## config.mk

```make
export PLATFORM = sky130hd
export DESIGN_NAME = led_s2p_rx
export DESIGN_NICKNAME = d
export VERILOG_FILES = /design/src/rtl/led_s2p_rx.sv
export SDC_FILE = /design/constraint.sdc
export NUM_CORES = 1
export LEC_CHECK = 0
export BUFFER_PORTS_ARGS = -buffer_cell sky130_fd_sc_hd__buf_2
export CORE_UTILIZATION = 63
export CTS_BUF_LIST = sky130_fd_sc_hd__clkbuf_8
export DETAILED_ROUTE_END_ITERATION = 7
export GPL_TIMING_DRIVEN = 0
export MAX_ROUTING_LAYER = met4
export PLACE_DENSITY = 0.9
export SETUP_SLACK_MARGIN = 0.05
export SYNTH_ARGS = -nofsm -noshare
export SYNTH_HDL_FRONTEND = slang
export SYNTH_SLANG_ARGS = --single-unit
```

## constraint.sdc

```tcl
create_clock -name clk -period 4.9 [get_ports clk]
set_clock_uncertainty 0.05 [all_clocks]
set_input_delay 0.98 -clock clk [delete_from_list [all_inputs] [get_ports clk]]
set_output_delay 0.98 -clock clk [all_outputs]
set_load 0.01 [all_outputs]
```

## src/rtl/led_s2p_rx.sv

```systemverilog
// Serial-to-parallel receiver for the 16-LED link: oversamples LED_CLK/LED_DO and emits each completed frame.
// Define LED_RX_TIMEOUT_EN to abort partial frames after TIMEOUT clk cycles of LED_CLK idling high.
module led_s2p_rx #(
  parameter int WIDTH       = 16,
  parameter int SYNC_STAGES = 2,
  parameter int TIMEOUT     = 64
) (
  input  logic             clk,
  input  logic             rst,
  input  logic             LED_CLK,
  input  logic             LED_DO,
  input  logic             LED_CLR,
  input  logic             LED_EN,
  output logic [WIDTH-1:0] data,
  output logic             valid,
  output logic             busy,
  output logic             frame_err
);

  localparam int CNT_W = $clog2(WIDTH) + 1;

  typedef enum logic {IDLE, SHIFT} state_t;

  logic [SYNC_STAGES-1:0] clkSync_q, doSync_q, clrSync_q, enSync_q;
  logic                   clkPrev_q;
  logic                   clkS, doS, clrS, enS;
  logic                   fall_q, en_q, bit_q, clrLow_q;
  state_t                 state_q;
  logic [WIDTH-1:0]       sh_q, data_q;
  logic [CNT_W-1:0]       cnt_q;
  logic                   valid_q, err_q;

  assign clkS = clkSync_q[SYNC_STAGES-1];
  assign doS  = doSync_q[SYNC_STAGES-1];
  assign clrS = clrSync_q[SYNC_STAGES-1];
  assign enS  = enSync_q[SYNC_STAGES-1];

  // Chains reset to the idle-high level so leaving reset never looks like a falling edge.
  always_ff @(posedge clk) begin
    if (rst) begin
      clkSync_q <= '1;
      doSync_q  <= '1;
      clrSync_q <= '1;
      enSync_q  <= '1;
      clkPrev_q <= 1'b1;
    end else begin
      clkSync_q <= {clkSync_q[SYNC_STAGES-2:0], LED_CLK};
      doSync_q  <= {doSync_q[SYNC_STAGES-2:0], LED_DO};
      clrSync_q <= {clrSync_q[SYNC_STAGES-2:0], LED_CLR};
      enSync_q  <= {enSync_q[SYNC_STAGES-2:0], LED_EN};
      clkPrev_q <= clkS;
    end
  end

  always_ff @(posedge clk) begin
    if (rst) begin
      fall_q   <= 1'b0;
      en_q     <= 1'b0;
      bit_q    <= 1'b0;
      clrLow_q <= 1'b0;
    end else begin
      fall_q   <= clkPrev_q & ~clkS;
      en_q     <= enS;
      bit_q    <= ~doS;
      clrLow_q <= ~clrS;
    end
  end

`ifdef LED_RX_TIMEOUT_EN
  localparam int IDLE_W = $clog2(TIMEOUT + 1);
  logic [IDLE_W-1:0] idle_q;
`else
  logic unusedTimeout;
  assign unusedTimeout = (TIMEOUT > 0);
`endif

  // Clear beats a simultaneous fall; the WIDTH-th accepted bit publishes the frame.
  always_ff @(posedge clk) begin
    if (rst) begin
      state_q <= IDLE;
      sh_q    <= '0;
      cnt_q   <= '0;
      data_q  <= '0;
      valid_q <= 1'b0;
      err_q   <= 1'b0;
`ifdef LED_RX_TIMEOUT_EN
      idle_q  <= '0;
`endif
    end else begin
      valid_q <= 1'b0;
      err_q   <= 1'b0;
      if (clrLow_q) begin
        sh_q    <= '0;
        cnt_q   <= '0;
        state_q <= IDLE;
        err_q   <= (cnt_q != '0);
`ifdef LED_RX_TIMEOUT_EN
        idle_q  <= '0;
`endif
      end else if (fall_q && en_q) begin
`ifdef LED_RX_TIMEOUT_EN
        idle_q <= '0;
`endif
        if (cnt_q == CNT_W'(WIDTH - 1)) begin
          data_q  <= {sh_q[WIDTH-2:0], bit_q};
          valid_q <= 1'b1;
          sh_q    <= '0;
          cnt_q   <= '0;
          state_q <= IDLE;
        end else begin
          sh_q    <= {sh_q[WIDTH-2:0], bit_q};
          cnt_q   <= cnt_q + CNT_W'(1);
          state_q <= SHIFT;
        end
      end
`ifdef LED_RX_TIMEOUT_EN
      else if (state_q == SHIFT) begin
        if (fall_q) begin
          idle_q <= '0;
        end else if (clkS) begin
          if (idle_q == IDLE_W'(TIMEOUT - 1)) begin
            sh_q    <= '0;
            cnt_q   <= '0;
            state_q <= IDLE;
            err_q   <= 1'b1;
            idle_q  <= '0;
          end else begin
            idle_q <= idle_q + IDLE_W'(1);
          end
        end
      end
`endif
    end
  end

  assign data      = data_q;
  assign valid     = valid_q;
  assign busy      = (state_q == SHIFT);
  assign frame_err = err_q;

endmodule

```

* Word level (Yosys, flattened, before mapping) *
Cells that the tools add are included.

word-level totals
  word-level logic and storage cells = 33
  input port bits = 6
  output and inout bits = 19
  register bits = 52

operators by class
  bitwise operators = 6
  mux-type cells = 4
  add/subtract/negate cells = 1
  reductions and logical operators = 6
  equality and inequality tests = 1

operators with widths
  operator                                                          count
  15-bit 2-to-1 mux                                                 1
  5-bit by 1-bit adder with 5-bit output (second input constant)    1
  5-bit by 4-bit == test with 1-bit output (second input constant)  1
  5-bit 2-to-1 mux                                                  1
  1-bit inverter                                                    5
  5-bit nonzero test                                                1
  2-bit OR reduction                                                2
  3-bit AND reduction                                               1
  3-bit OR reduction                                                1
  1-bit 2-to-1 mux                                                  2
  1-bit AND                                                         1
  1-bit logical AND                                                 1

* Depth between registers and ports, before layout *
  word-level depth = 3
  mapped depth = 5
  gate-level depth less buffers = 4

* Worst setup path after synthesis *
OpenSTA, ideal clock, no wires.

  path type = input port to flip-flop
  start point = in rst
  end point = reg state_q, in the netlist busy
  setup slack = 2.989 ns
  required time = 4.720 ns
  library setup time = 0.130 ns
  arrival = 1.731 ns
  path buffers = 2
  stages on the path = 4
  path through = clkbuf_1 > or2_0 > clkbuf_1 > nor3_1

between the ends
  longest elaborated chain between the ends = 1

RTL lines
  item                          RTL line  source
  start, declared               9         input logic rst,
  2-bit OR reduction (no line)  --
  end signal, assigned          80        state_q <= IDLE;
  end signal, assigned          95        state_q <= IDLE;
  end signal, assigned          109       state_q <= IDLE;
  end, declared                 28        state_t state_q;

No other way between the ends.
A chain may end at the register's enable or synchronous reset.

* Worst setup path after layout *
  start point = reg cnt_q[0]
  end point = reg data_q[1], in the netlist data[1]

between the ends
  longest elaborated chain between the ends = 2

RTL lines
  item                                      RTL line  source
  start, declared                           30        logic [CNT_W-1:0] cnt_q;
  start signal, assigned                    112       cnt_q <= cnt_q + CNT_W'(1);
  5-bit by 4-bit == test with 1-bit output  104       if (cnt_q == CNT_W'(WIDTH - 1)) begin
  3-bit AND reduction (no line)             --
  end signal, assigned                      105       data_q <= {sh_q[WIDTH-2:0], bit_q};
  end, declared                             29        logic [WIDTH-1:0] sh_q, data_q;

No other way between the ends.

==> results by group <==
Routing
  – 1st-iter DRT viols: 66
  – Routed WL: 3875 um
  – Post-route ant nets: 0
  – Detailed Routing Iterations Pass 1: 7
  – Avg Vias per Cell: 5.717
  – Vias: 1515
  – Post-DR wirelength/cell: 14.62 um
  – # DRC: 2

Floorplanning
  – Ports: 25
  – Die W: 57.95 um
  – Initial Util: 69.12%
  – Die area: 3358 um^2
  – Die H: 57.95 um
  – Row cnt: 19
  – Core region area: 2853 um^2

Worst setup path
  – Slowest-stage cell, CP: nor4_4
  – Crit Path Max Fanout: 10
  – Critical Path End Type: flip-flop
  – Setup Crit Path Kind: reg2reg
  – CP max stage delay: 0.63 ns
  – CP Cell Sequence: ha_1 -> nand3_2 -> nor4_4 -> buf_6 -> mux2i_1
  – Critical Path Source Type: flip-flop
  – Crit path DAT: 2.17 ns
  – Worst Path Required: 5.08 ns

Yosys
  – Sequential area share after synthesis: 52.79%
  – Synth Register Bits: 52
  – Ys async rst share: 0%
  – Synth Cell Area: 1972 um^2
  – Synth area leaders: dfxtp_1 (53%), nand2b_1 (10%), mux2i_1 (8.1%)
  – Avg Inst Size Synth: 9.714 um^2
  – Yosys top cell by area: dfxtp_1
  – Synth Instances: 203
  – Syn_nets: 211
  – Commonest register cell after synthesis: dfxtp_1
  – Syn. warnings: 0
  – Synth unique cells: 29
  – Number of synthesized flops with an enable pin: 0
  – Synth top area share: 52.79%

Clock network
  – Clock Sinks: 52
  – Clock root buffer master: clkbuf_8
  – CTS buffer count: 5
  – Reg clk slew, reported paths: 0.09 ns
  – CTS H-Tree Depth: 2
  – Setup bufs post-CTS: 0
  – Longest Clk Path Bufs: 2
  – # hold bufs at CTS: 0
  – Post_cts resized: 0
  – Clock latency on the worst-skew pair: 0.30 ns
  – TritonCTS clock tree: built

Global routing
  – Largest net degree at the start of global routing: 16
  – Routing usage on met3: 7.589%
  – First-pass GRT wire length: 6527 um
  – Met2 usage: 42.20%
  – Gr busiest metal: met2
  – GR Overflow Total: 0
  – Vias in the first global route: 1459
  – Met1 global-route usage: 32.95%
  – Initial antenna violation count: 0
  – All-Layer GR Usage: 26.86%

Timing
  – RSZ-0062 raised after global routing: false
  – Fin. Hold Viols: 0
  – Max-slew violations: 0
  – Worst-Margin Slew: 0.6846 ns
  – Fmax: 501.8 MHz
  – Final worst-path cycle share: 40.67%
  – Final min period: 1.993 ns
  – Rel. slew slack: 54.01%
  – Final worst slack: 2.907 ns
  – Total negative slack: 0 ns
  – Setup-failing EPs final: 0

Cells and area
  – Storage cell area: 1041 um^2
  – FILL cells: 191
  – Layout cells sized above 1: 20.09%
  – Multi-input gate area: 855.8 um^2
  – Area Growth Syn to Fin: 14.21%
  – Net count, final: 241
  – # diodes: 0

Placed design
  – Port-buffer cells: 23
  – DP Wirelength: 2570 um
  – Final GP Congestion: 0.8001
  – Place WS: 2.679 ns

Power
  – Clock share of power: 41.1%
  – Internal: 0.6174 mW
  – Leak pwr: 0.8055 nW
  – Seq pwr share: 55.6%
  – Net Switching: 0.1536 mW
  – Maximum vdd drop: 0.3235 mV
  – Sw Share: 19.92%
  – Gate power share: 3.3%
  – Cell Pwr Density: 342.3 nW/um^2

Flow run
  – Max-cap check violation count: 0

Status
  – Violated checks: design-rule violations
  – Status: complete, but fails checks

Min path
  – Worst Hold Class: reg2reg
## routing by layer
metal	share of wire (%)	up-vias
li1	-	742
met1	42	690
met2	49	67
met3	5.7	16
met4	3.1	0
met5	0	-
## Yosys cell counts, types with 2 or more instances
cell and n:
ha_1 2, nand4_1 17, a21oi_1 18, nand2_1 18
or2_2 9, clkbuf_1 9, mux2i_1 16, nor3_1 2
nor3b_1 2, inv_1 3, nand2b_1 32, buf_2 3
dfxtp_1 52, nor2_1 5
## power by group through the flow
| stage | combinational [mW] | clock, mW | sequential, mW |
|---|---|---|---|
| floorplan | 0.0183 | 0 | 0.438 |
| global placement | 0.0238 | 0 | 0.439 |
| detailed placement | 0.0252 | 0 | 0.439 |
| CTS | 0.0254 | 0.318 | 0.429 |
| global route | 0.0278 | 0.336 | 0.430 |
| finish | 0.0255 | 0.317 | 0.429 |
## metrics by stage
step | util, % | hold WS (ns) | area, um^2 | power, mW | instances
floorplan | - | 0.3127 | 1972 | 0.4566 | 203
global placement | 74.52 | 0.3174 | 2126 | 0.4624 | 257
detailed placement | 74.52 | 0.3283 | 2126 | 0.4640 | 257
CTS | 78.95 | 0.3421 | 2252 | 0.7720 | 265
global route | 78.95 | 0.3625 | 2252 | 0.7936 | 265
finish | 78.95 | 0.3388 | 2252 | 0.7710 | 265
## layout by cell type, fill, tap and decap left out, types with 2 or more instances in the layout
cell	instances
inv_1	3
a21oi_1	18
nand2_1	18
mux2i_1	16
ha_1	2
or2_2	9
clkbuf_8	7
nor3b_1	2
buf_2	26
dfxtp_1	52
clkbuf_1	9
nand4_1	17
nor3_1	2
nand2b_1	32
nor2_1	5
## path summary, 6_finish.rpt
| path | from | end | slack, ns | cells after the start |
|---|---|---|---|---|
| setup reg to reg | cnt_q[0] | data[1] | 2.91 | 5 |
| hold reg to reg | clrSync_q[1] | clrLow_q | 0.34 | 1 |
| hold / removal | clrSync_q[1] | clrLow_q | 0.34 | 1 |
| setup / recovery | cnt_q[0] | data[1] | 2.91 | 5 |
## critical path: cells and delay by family, from the launching register on
| family | cells | cell delay [ns] |
|---|---|---|
| adder cells (fa/ha/maj) | 1 | 0.21 |
| buffers and inverters | 1 | 0.26 |
| flip-flops | 1 | 0.38 |
| multiplexers | 1 | 0.23 |
| AND/OR/NAND/NOR | 2 | 0.79 |
## cell type report
cell class                 count  area share, %
sequential                    52          46.22
multi-input combinational    134          38.00
timing repair buffer          23          5.111
clock buffer                   7          4.278
buffer                        14          2.833
tap                           31          1.722
clock inverter                 1          1.333
inverter                       3         0.5000
## sequential cells by signal, summed over array words and instances (netlist names)
register / cells
clrSync_q: 2
busy: 1
data: 16
sh_q: 15
cnt_q: 5
enSync_q: 2
clrLow_q: 1
frame_err: 1
clkSync_q: 2
fall_q: 1
clkPrev_q: 1
en_q: 1
bit_q: 1
doSync_q: 2
valid: 1
## cell families after synthesis
logic type / after synthesis / synth area share (%)
and+or+nand+nor: 95 / 28.36
muxes: 16 / 8.122
adders and majority gates: 2 / 1.269
AOI/OAI and AO/OA: 20 / 5.203
DFF: 52 / 52.79
xor gates and xnor gates: 1 / 0.4442
buffers and inverters: 17 / 3.806
(Power assumes the default switching activity.)
